--- src/rtl/seg_pkg.sv ---
// Shared constants for the seven-segment word decoder: active-low glyph patterns and FSM states.
package seg_pkg;

    localparam logic [6:0] GLYPH_0 = 7'b1000000;
    localparam logic [6:0] GLYPH_1 = 7'b1111001;
    localparam logic [6:0] GLYPH_2 = 7'b0100100;
    localparam logic [6:0] GLYPH_3 = 7'b0110000;
    localparam logic [6:0] GLYPH_4 = 7'b0011001;
    localparam logic [6:0] GLYPH_5 = 7'b0010010;
    localparam logic [6:0] GLYPH_6 = 7'b0000010;
    localparam logic [6:0] GLYPH_7 = 7'b1111000;
    localparam logic [6:0] GLYPH_8 = 7'b0000000;
    localparam logic [6:0] GLYPH_9 = 7'b0010000;
    localparam logic [6:0] GLYPH_A = 7'b0001000;
    localparam logic [6:0] GLYPH_B = 7'b0000011;
    localparam logic [6:0] GLYPH_C = 7'b1000110;
    localparam logic [6:0] GLYPH_D = 7'b0100001;
    localparam logic [6:0] GLYPH_E = 7'b0000110;
    localparam logic [6:0] GLYPH_F = 7'b0001110;

    localparam logic [6:0] GLYPH_BLANK = 7'b1111111;

    // Alternate renderings some displays use for 7 (extra f segment) and 9 (no d segment).
    localparam logic [6:0] GLYPH_ALT_7 = 7'b1011000;
    localparam logic [6:0] GLYPH_ALT_9 = 7'b0011000;

    typedef enum logic {
        COLLECT = 1'b0,
        FULL    = 1'b1
    } state_t;

endpackage

--- src/rtl/seg_word_decoder_if.sv ---
// Input pattern stream and output word handshake of the seven-segment word decoder.
interface seg_word_decoder_if #(
    parameter int unsigned NUM_DIGITS = 4
);
    logic [6:0]              seg_in;
    logic                    in_valid;
    logic                    in_ready;
    logic [4*NUM_DIGITS-1:0] word_out;
    logic                    out_valid;
    logic                    out_ready;
    logic                    err;

    modport master (
        output seg_in, in_valid, out_ready,
        input  in_ready, word_out, out_valid, err
    );

    modport slave (
        input  seg_in, in_valid, out_ready,
        output in_ready, word_out, out_valid, err
    );
endinterface

--- src/rtl/seg7_to_hex.sv ---
// Combinational lookup of one active-low segment pattern to a hex nibble.
// Build option SEG_ALT_GLYPH_EN also accepts the alternate 7 and 9 renderings.
module seg7_to_hex
    import seg_pkg::*;
(
    input  logic [6:0] seg,
    output logic       hit,
    output logic       blank,
    output logic [3:0] nibble
);

    always_comb begin
        hit    = 1'b1;
        blank  = 1'b0;
        nibble = 4'h0;
        case (seg)
            GLYPH_0:     nibble = 4'h0;
            GLYPH_1:     nibble = 4'h1;
            GLYPH_2:     nibble = 4'h2;
            GLYPH_3:     nibble = 4'h3;
            GLYPH_4:     nibble = 4'h4;
            GLYPH_5:     nibble = 4'h5;
            GLYPH_6:     nibble = 4'h6;
            GLYPH_7:     nibble = 4'h7;
            GLYPH_8:     nibble = 4'h8;
            GLYPH_9:     nibble = 4'h9;
            GLYPH_A:     nibble = 4'hA;
            GLYPH_B:     nibble = 4'hB;
            GLYPH_C:     nibble = 4'hC;
            GLYPH_D:     nibble = 4'hD;
            GLYPH_E:     nibble = 4'hE;
            GLYPH_F:     nibble = 4'hF;
`ifdef SEG_ALT_GLYPH_EN
            GLYPH_ALT_7: nibble = 4'h7;
            GLYPH_ALT_9: nibble = 4'h9;
`endif
            GLYPH_BLANK: begin
                hit   = 1'b0;
                blank = 1'b1;
            end
            default:     hit = 1'b0;
        endcase
    end

endmodule

--- src/rtl/seg_word_decoder.sv ---
// Assembles NUM_DIGITS decoded seven-segment digits into a hex word, first digit in the top nibble.
// Build option SEG_ALT_GLYPH_EN (see seg7_to_hex) widens the accepted glyph set.
module seg_word_decoder
    import seg_pkg::*;
#(
    parameter int unsigned NUM_DIGITS = 4
) (
    input  logic              clk,
    input  logic              reset,
    seg_word_decoder_if.slave bus
);

    localparam int unsigned W  = 4 * NUM_DIGITS;
    localparam int unsigned CW = $clog2(NUM_DIGITS + 1);

    state_t          state;
    logic [CW-1:0]   cnt;
    logic [W-1:0]    work;
    logic [W-1:0]    word_q;
    logic            in_ready_q;
    logic            out_valid_q;
    logic            err_q;

    logic            hit;
    logic            blank;
    logic [3:0]      nibble;
    logic            accept_c;
    logic [W-1:0]    shifted_c;

    seg7_to_hex u_seg7_to_hex (
        .seg    (bus.seg_in),
        .hit    (hit),
        .blank  (blank),
        .nibble (nibble)
    );

    assign accept_c  = bus.in_valid && in_ready_q;
    // Truncating the concatenation drops the oldest nibble and works for any NUM_DIGITS.
    assign shifted_c = W'({work, nibble});

    always_ff @(posedge clk) begin
        if (reset) begin
            state       <= COLLECT;
            cnt         <= '0;
            work        <= '0;
            word_q      <= '0;
            in_ready_q  <= 1'b1;
            out_valid_q <= 1'b0;
            err_q       <= 1'b0;
        end else begin
            err_q <= 1'b0;
            case (state)
                COLLECT: begin
                    if (accept_c) begin
                        if (hit) begin
                            if (cnt == CW'(NUM_DIGITS - 1)) begin
                                word_q      <= shifted_c;
                                work        <= '0;
                                cnt         <= '0;
                                state       <= FULL;
                                in_ready_q  <= 1'b0;
                                out_valid_q <= 1'b1;
                            end else begin
                                work <= shifted_c;
                                cnt  <= cnt + CW'(1);
                            end
                        end else if (!blank) begin
                            err_q <= 1'b1;
                            work  <= '0;
                            cnt   <= '0;
                        end
                    end
                end
                FULL: begin
                    if (out_valid_q && bus.out_ready) begin
                        state       <= COLLECT;
                        in_ready_q  <= 1'b1;
                        out_valid_q <= 1'b0;
                    end
                end
                default: state <= COLLECT;
            endcase
        end
    end

    assign bus.in_ready  = in_ready_q;
    assign bus.out_valid = out_valid_q;
    assign bus.word_out  = word_q;
    assign bus.err       = err_q;

endmodule
--- src/flat_wrapper.sv ---
// flat-port wrapper written by rule: the top's interface ports become plain ports
module seg_word_decoder_flat import seg_pkg::*;
#(
    parameter int unsigned NUM_DIGITS = 4
)
  (clk, reset, bus_seg_in, bus_in_valid, bus_out_ready, bus_in_ready, bus_word_out, bus_out_valid, bus_err);
  seg_word_decoder_if #(.NUM_DIGITS(NUM_DIGITS)) bus_i ();
  input  logic clk;
  input  logic reset;
  input wire logic [$bits(bus_i.seg_in)-1:0] bus_seg_in;
  input wire logic [$bits(bus_i.in_valid)-1:0] bus_in_valid;
  input wire logic [$bits(bus_i.out_ready)-1:0] bus_out_ready;
  output wire logic [$bits(bus_i.in_ready)-1:0] bus_in_ready;
  output wire logic [$bits(bus_i.word_out)-1:0] bus_word_out;
  output wire logic [$bits(bus_i.out_valid)-1:0] bus_out_valid;
  output wire logic [$bits(bus_i.err)-1:0] bus_err;
  assign bus_i.seg_in = bus_seg_in;
  assign bus_i.in_valid = bus_in_valid;
  assign bus_i.out_ready = bus_out_ready;
  assign bus_in_ready = bus_i.in_ready;
  assign bus_word_out = bus_i.word_out;
  assign bus_out_valid = bus_i.out_valid;
  assign bus_err = bus_i.err;
  seg_word_decoder #(.NUM_DIGITS(NUM_DIGITS)) u_core (.clk(clk), .reset(reset), .bus(bus_i));
endmodule
--- config.mk ---
export PLATFORM = sky130hd
export DESIGN_NAME = seg_word_decoder_flat
export DESIGN_NICKNAME = d
export VERILOG_FILES = /design/src/rtl/seg_pkg.sv /design/src/rtl/seg_word_decoder_if.sv /design/src/rtl/seg7_to_hex.sv /design/src/rtl/seg_word_decoder.sv /design/src/flat_wrapper.sv
export SDC_FILE = /design/constraint.sdc
export NUM_CORES = 1
export LEC_CHECK = 0
export ABC_AREA = 1
export CAP_MARGIN = 25
export CORE_MARGIN = 1.5
export CORE_UTILIZATION = 44
export CTS_CLUSTER_DIAMETER = 80
export DETAILED_ROUTE_END_ITERATION = 12
export PLACE_DENSITY = 0.67
export SKIP_CTS_REPAIR_TIMING = 1
export SLEW_MARGIN = 20
export SYNTH_ARGS = -nofsm -noshare
export SYNTH_HDL_FRONTEND = slang
export SYNTH_SLANG_ARGS = --single-unit
--- constraint.sdc ---
create_clock -name clk -period 1.9 [get_ports clk]
set_clock_uncertainty 0.05 [all_clocks]
set_input_delay 0.38 -clock clk [delete_from_list [all_inputs] [get_ports clk]]
set_output_delay 0.38 -clock clk [all_outputs]
set_load 0.02 [all_outputs]
==> results of run 1 <==
## metrics by stage
step	setup TNS (ns)	cell area, µm²	setup WS, ns
CTS	-2.23	2510	-0.132
global placement	-12.81	2430	-0.429
floorplan	0	1950	0.172
global route	0	2610	0.128
detailed placement	-12.24	2430	-0.428
finish	0	2610	0.228
## per-layer routing
layer / GRT usage, % / vias up / wire length, µm
li1: - / 1078 / -
met1: 26.9 / 885 / 2250
met2: 29.7 / 48 / 2020
met3: 3.92 / 4 / 164
met4: 5.77 / 0 / 37
met5: 0 / - / 0
## worst paths after layout
kind | to | slack [ns] | start | cells after the start
worst max-delay path | bus_out_valid | 0.23 | u_core.bus.out_valid | 1
worst min-delay path | u_core.cnt[2] | 0.40 | u_core.cnt[2] | 2
worst max register to register | u_core.bus.word_out[10] | 0.29 | u_core.cnt[0] | 10
worst min register to register | u_core.cnt[2] | 0.40 | u_core.cnt[2] | 2
## state kept, by name (all words and copies together) (netlist names)
name                  count
u_core.bus.word_out      16
u_core.work              12
u_core.cnt                3
u_core.bus.err            1
u_core.bus.in_ready       1
u_core.bus.out_valid      1
u_core.state              1
## power by group through the flow
stage / registers (mW) / logic, mW / clock network, mW
finish: 0.766 / 0.218 / 0.523
global route: 0.768 / 0.243 / 0.571
CTS: 0.766 / 0.201 / 0.534
detailed placement: 0.782 / 0.200 / 0
global placement: 0.783 / 0.199 / 0
floorplan: 0.782 / 0.121 / 0
## cell usage in the layout (no fill, tap or decap), drive strengths merged
master and instances:
nand3 22, nor3 2, dlymetal6s2s 7, a21oi 17, clkbuf 6, o21bai 1
nand2 69, clkdlybuf4s50 22, inv 63, nor2 62, nand4 16, ha 1
dfxtp 35, buf 24, clkinv 1, clkinvlp 1, o21ai 18
## worst register-to-register path, stage by stage, from the launching register on
cell     delay [ns]
dfxtp_1        0.35
ha_1           0.15
inv_1          0.05
nor2_1         0.13
inv_1          0.07
nor2_1         0.09
buf_4          0.21
buf_4          0.18
nand4_1        0.11
nand2_1        0.08
nor2_1         0.04
## cell type report
type,instances,area [µm²]
flip-flops and latches,35,701
well taps,52,65.1
repair buffers,53,522
clock inverters,2,12.5
fillers,444,1710
inverters,63,236
clock buffers,6,72.6
multi-input cells,208,1000
## cell families after synthesis
kind of cell	count (synthesis)	share of synthesized area, %
fa+ha+maj	1	0.641
buf+inv	77	16.1
compound gates	36	9.35
flops	35	35.9
simple gates	169	38.0
==> metrics.yaml, run 1 <==
core_um2: 4320
avgViaCountPerCell: 4.81
syn_avg_cell_area_um2: 6.14
route.detailed.drc: 0
drive_above_1_share_pct: 14.7
ios: 30
rsz0062_at_grt: "no"
clk_latency_ns: 0.29
vdd_drop_max_mv: 0.307
rows: 24
io_buffers: 29
die-area_um2: 4850
setup.worst_path.start_class: "flip-flop"
slowest_delay_ns: 0.61
dp_hpwl_um: 3110
grt_max_degree: 35
numCtsBuffers: 5
leakage_nw: 1.24
synthTopCellsByCount: "66 x nand2_1, 59 x inv_1, 56 x nor2_1, 35 x dfxtp_1, 19 x nand3_1"
post-route-min-period_ns: 1.67
start_util_pct: 45.2
slowest_stage: "clkdlybuf4s50_1"
layout.cells.non_filler: 419
internal-power_mw: 1.10
worst_pin_slew_ns: 0.312
syn_inst: 318
relSlewSlack_pct: 79.2
synth-edff-count: 0
num_antenna_cells: 0
synth.top_cell.area_share_pct: 35.9
synth_top_cell_by_area: "dfxtp_1"
grt_pass1_wl_um: 7660
netSwitchingPower_mw: 0.408
power_frac_seq_pct: 50.8
yosys_warnings: 0
synth_nets: 330
clk_pin_slew_ns: 0.07
tritoncts: "done"
syn_area_um2: 1950
outcome: "completed"
hold_slack_ns: 0.400
cts_sinks: 35
fin_nets: 378
p_per_area_nw_per_um2: 577
seq_area_frac_synth_pct: 35.9
ant_nets: 0
p_clk_share_pct: 34.7
hp-class: "reg -> reg"
path_class: "reg -> out"
synth_cell_types: 20
cp_num_buf_inv: 1
total_power_mw: 1.51
grt_pass1_vias: 1762
final_core_util_pct: 60.4
syn_to_final_growth_pct: 33.7
cts.path.max_buffers: 2
post-route-period-util_pct: 88.0
clock_tree.htree_level_count: 2
max_freq_ghz: 0.598
die_w_um: 69.6
max_cap_violations: 0
first_pass_iters: 4
grt-ovfl-total: 0
dpl.cell_count: 408
crit_fanout: 3
hold_viol_final: 0
arrival_ns: 1.24
swShare_pct: 27.1
routedWlPerCell_um: 10.7
wl_um: 4470
pwr-share-comb_pct: 14.5
drv_slew: 0
ys_ff_latch: 35
end_kind: "output pin"
synth_flop_cell: "dfxtp_1"
worstPathRequired_ns: 1.47
yosysMostFrequentCell: "nand2_1"
synthTopCellsByArea: "dfxtp_1 36%, nand2_1 13%, inv_1 11%"
vias: 2015
cp_cell_sequence: "clkdlybuf4s50_1"
ctsRootBufferMaster: "clkbuf_8"
gp_congestion: 0.926
critPathTopFamily: "buffers and inverters"
grt_use_total_pct: 19.1
die_h_um: 69.6
async_flop_share_pct: 0
finalSetupViolCount: 0
dr.first_iter.drc_count: 128
antenna_found_initial: 0
Note: power is estimated with default switching activity, not from simulation.
==> run 2, diff against run 1 <==
--- a/config.mk
+++ b/config.mk
@@ -8,10 +8,10 @@
 export ABC_AREA = 1
 export CAP_MARGIN = 25
 export CORE_MARGIN = 1.5
-export CORE_UTILIZATION = 44
+export CORE_UTILIZATION = 57
 export CTS_CLUSTER_DIAMETER = 80
 export DETAILED_ROUTE_END_ITERATION = 12
-export PLACE_DENSITY = 0.67
+export PLACE_DENSITY = 0.84
 export SKIP_CTS_REPAIR_TIMING = 1
 export SLEW_MARGIN = 20
 export SYNTH_ARGS = -nofsm -noshare
==> constraint.sdc (replaced) <==
create_clock -name clk -period 2 [get_ports clk]
set_clock_uncertainty 0.05 [all_clocks]
set_input_delay 0.4 -clock clk [delete_from_list [all_inputs] [get_ports clk]]
set_output_delay 0.4 -clock clk [all_outputs]
set_load 0.02 [all_outputs]
==> run 2 against run 1 <==
Global-route usage rose by 6.1 points. Setup slack worse by 0.040 ns. Cell count fell by 0.48%. Via count rose by 5.5%. Register-to-register slack got worse by 0.08 ns. Core utilization rose by 18 points. Die area shrank 22%. Critical path type unchanged. Highest routed layer unchanged.
==> metrics.yaml, run 2 (synthesis gave the netlist of run 1 again) <==
die-area_um2: 3790
die_w_um: 61.5
leakage_nw: 1.24
crit_fanout: 3
r2r-end: "u_core.bus.word_out[2]"
outcome: "completed"
ant_nets: 0
final_core_util_pct: 78.4
largest_reg_flops: 16
gp_congestion: 0.893
end_kind: "output pin"
worst_slack_ns: 0.188
layout.cells.non_filler: 417
total_power_mw: 1.45
tritoncts: "done"
startpoint: "u_core.bus.out_valid"
setup.worst_path.start_class: "flip-flop"
reg2reg_slack_ns: 0.21
fin_nets: 382
post-route-period-util_pct: 90.6
wl_um: 5160
final_common_cell: "nand2_1"
io_buffers: 29
routedWlPerCell_um: 12.4
finalSetupViolCount: 0
ios: 30
max_cap_violations: 0
cp_num_buf_inv: 1
slowest_stage: "clkdlybuf4s50_1"
worst_pin_slew_ns: 0.320
max_freq_ghz: 0.552
crit_path_end: "bus_out_valid"
clock_tree.htree_level_count: 2
clk_latency_ns: 0.35
vdd_drop_max_mv: 0.391
reg2regPathDepth: 9
syn_to_final_growth_pct: 32.9
drv_slew: 0
p_per_area_nw_per_um2: 559
vias: 2125
ctsRootBufferMaster: "clkbuf_4"
grt_pass1_wl_um: 7130
rsz0062_at_grt: "no"
worstPathRequired_ns: 1.55
rows: 21
grt_pass1_vias: 1688
drive_above_1_share_pct: 14.8
cp_cell_sequence: "clkdlybuf4s50_1"
numCtsBuffers: 5
hp-class: "reg -> reg"
slowest_delay_ns: 0.63
die_h_um: 61.5
arrival_ns: 1.36
dp_hpwl_um: 3290
crit-reg2reg-launch: "u_core.cnt[0]"
route.detailed.drc: 0
path_depth: 1
relSlewSlack_pct: 78.6
dpl.cell_count: 403
critPathTopFamily: "buffers and inverters"
clk_pin_slew_ns: 0.12
num_antenna_cells: 0
hold_viol_final: 0
antenna_found_initial: 0
first_pass_iters: 5
grt-ovfl-total: 0
dp_worst_setup_slack_ns: -0.434
avgViaCountPerCell: 5.10
post-route-min-period_ns: 1.81
mostFrequentLayoutCells: "66 x nand2_1, 59 x inv_1, 54 x nor2_1"
start_util_pct: 59.0
finalSetupTns_ns: 0
grt_max_degree: 35
path_class: "reg -> out"
cts_sinks: 35
core_um2: 3310
cts.path.max_buffers: 2
grt_use_total_pct: 25.3
dr.first_iter.drc_count: 158
[run 2: cell count changes in the layout (fill, tap and decap cells not counted), sizes merged]
cell and delta:
clkinvlp -1, buf +4, bufinv +1, clkinv +1
clkbuf -1
[run 2: worst min-delay path by stage]
stage	startpoint	end	slack [ns]	depth (start not counted)
6_report	u_core.cnt[2]	u_core.cnt[2]	0.42	2
5_1_grt	u_core.cnt[2]	u_core.cnt[2]	0.44	2
4_1_cts	u_core.cnt[2]	u_core.cnt[2]	0.41	2
3_5_place_dp	u_core.cnt[2]	u_core.cnt[2]	0.39	2
3_3_place_gp	u_core.cnt[2]	u_core.cnt[2]	0.38	2
2_1_floorplan	u_core.cnt[2]	u_core.cnt[2]	0.37	2
[run 2: layout make-up]
class                           count  area, µm²
Timing Repair Buffer               57        534
Sequential cell                    35        701
Multi-Input combinational cell    208        985
Clock inverter                      3       43.8
Fill cell                         236        716
Inverter                           63        236
Clock buffer                        5       37.5
Tap cell                           46       57.6
[run 2: report_power, final]
part           switching (mW)  total [mW]  leakage [nW]  internal (mW)
sequential             0.0128       0.729         0.285          0.716
clock                   0.250       0.513        0.0452          0.263
combinational           0.124       0.210         0.915         0.0856
[run 2: through the flow]
step           cell area, µm²  hold WS, ns
3_3_place_gp             2410        0.382
3_5_place_dp             2410        0.386
6_report                 2590        0.416
5_1_grt                  2590        0.442
4_1_cts                  2500        0.414
2_1_floorplan            1950        0.372
[run 2: metal layers]
layer	routed length (µm)	track usage (%)
met1	2240	32.8
met2	2450	41.7
met3	335	5.67
met4	135	7.90
met5	0	0
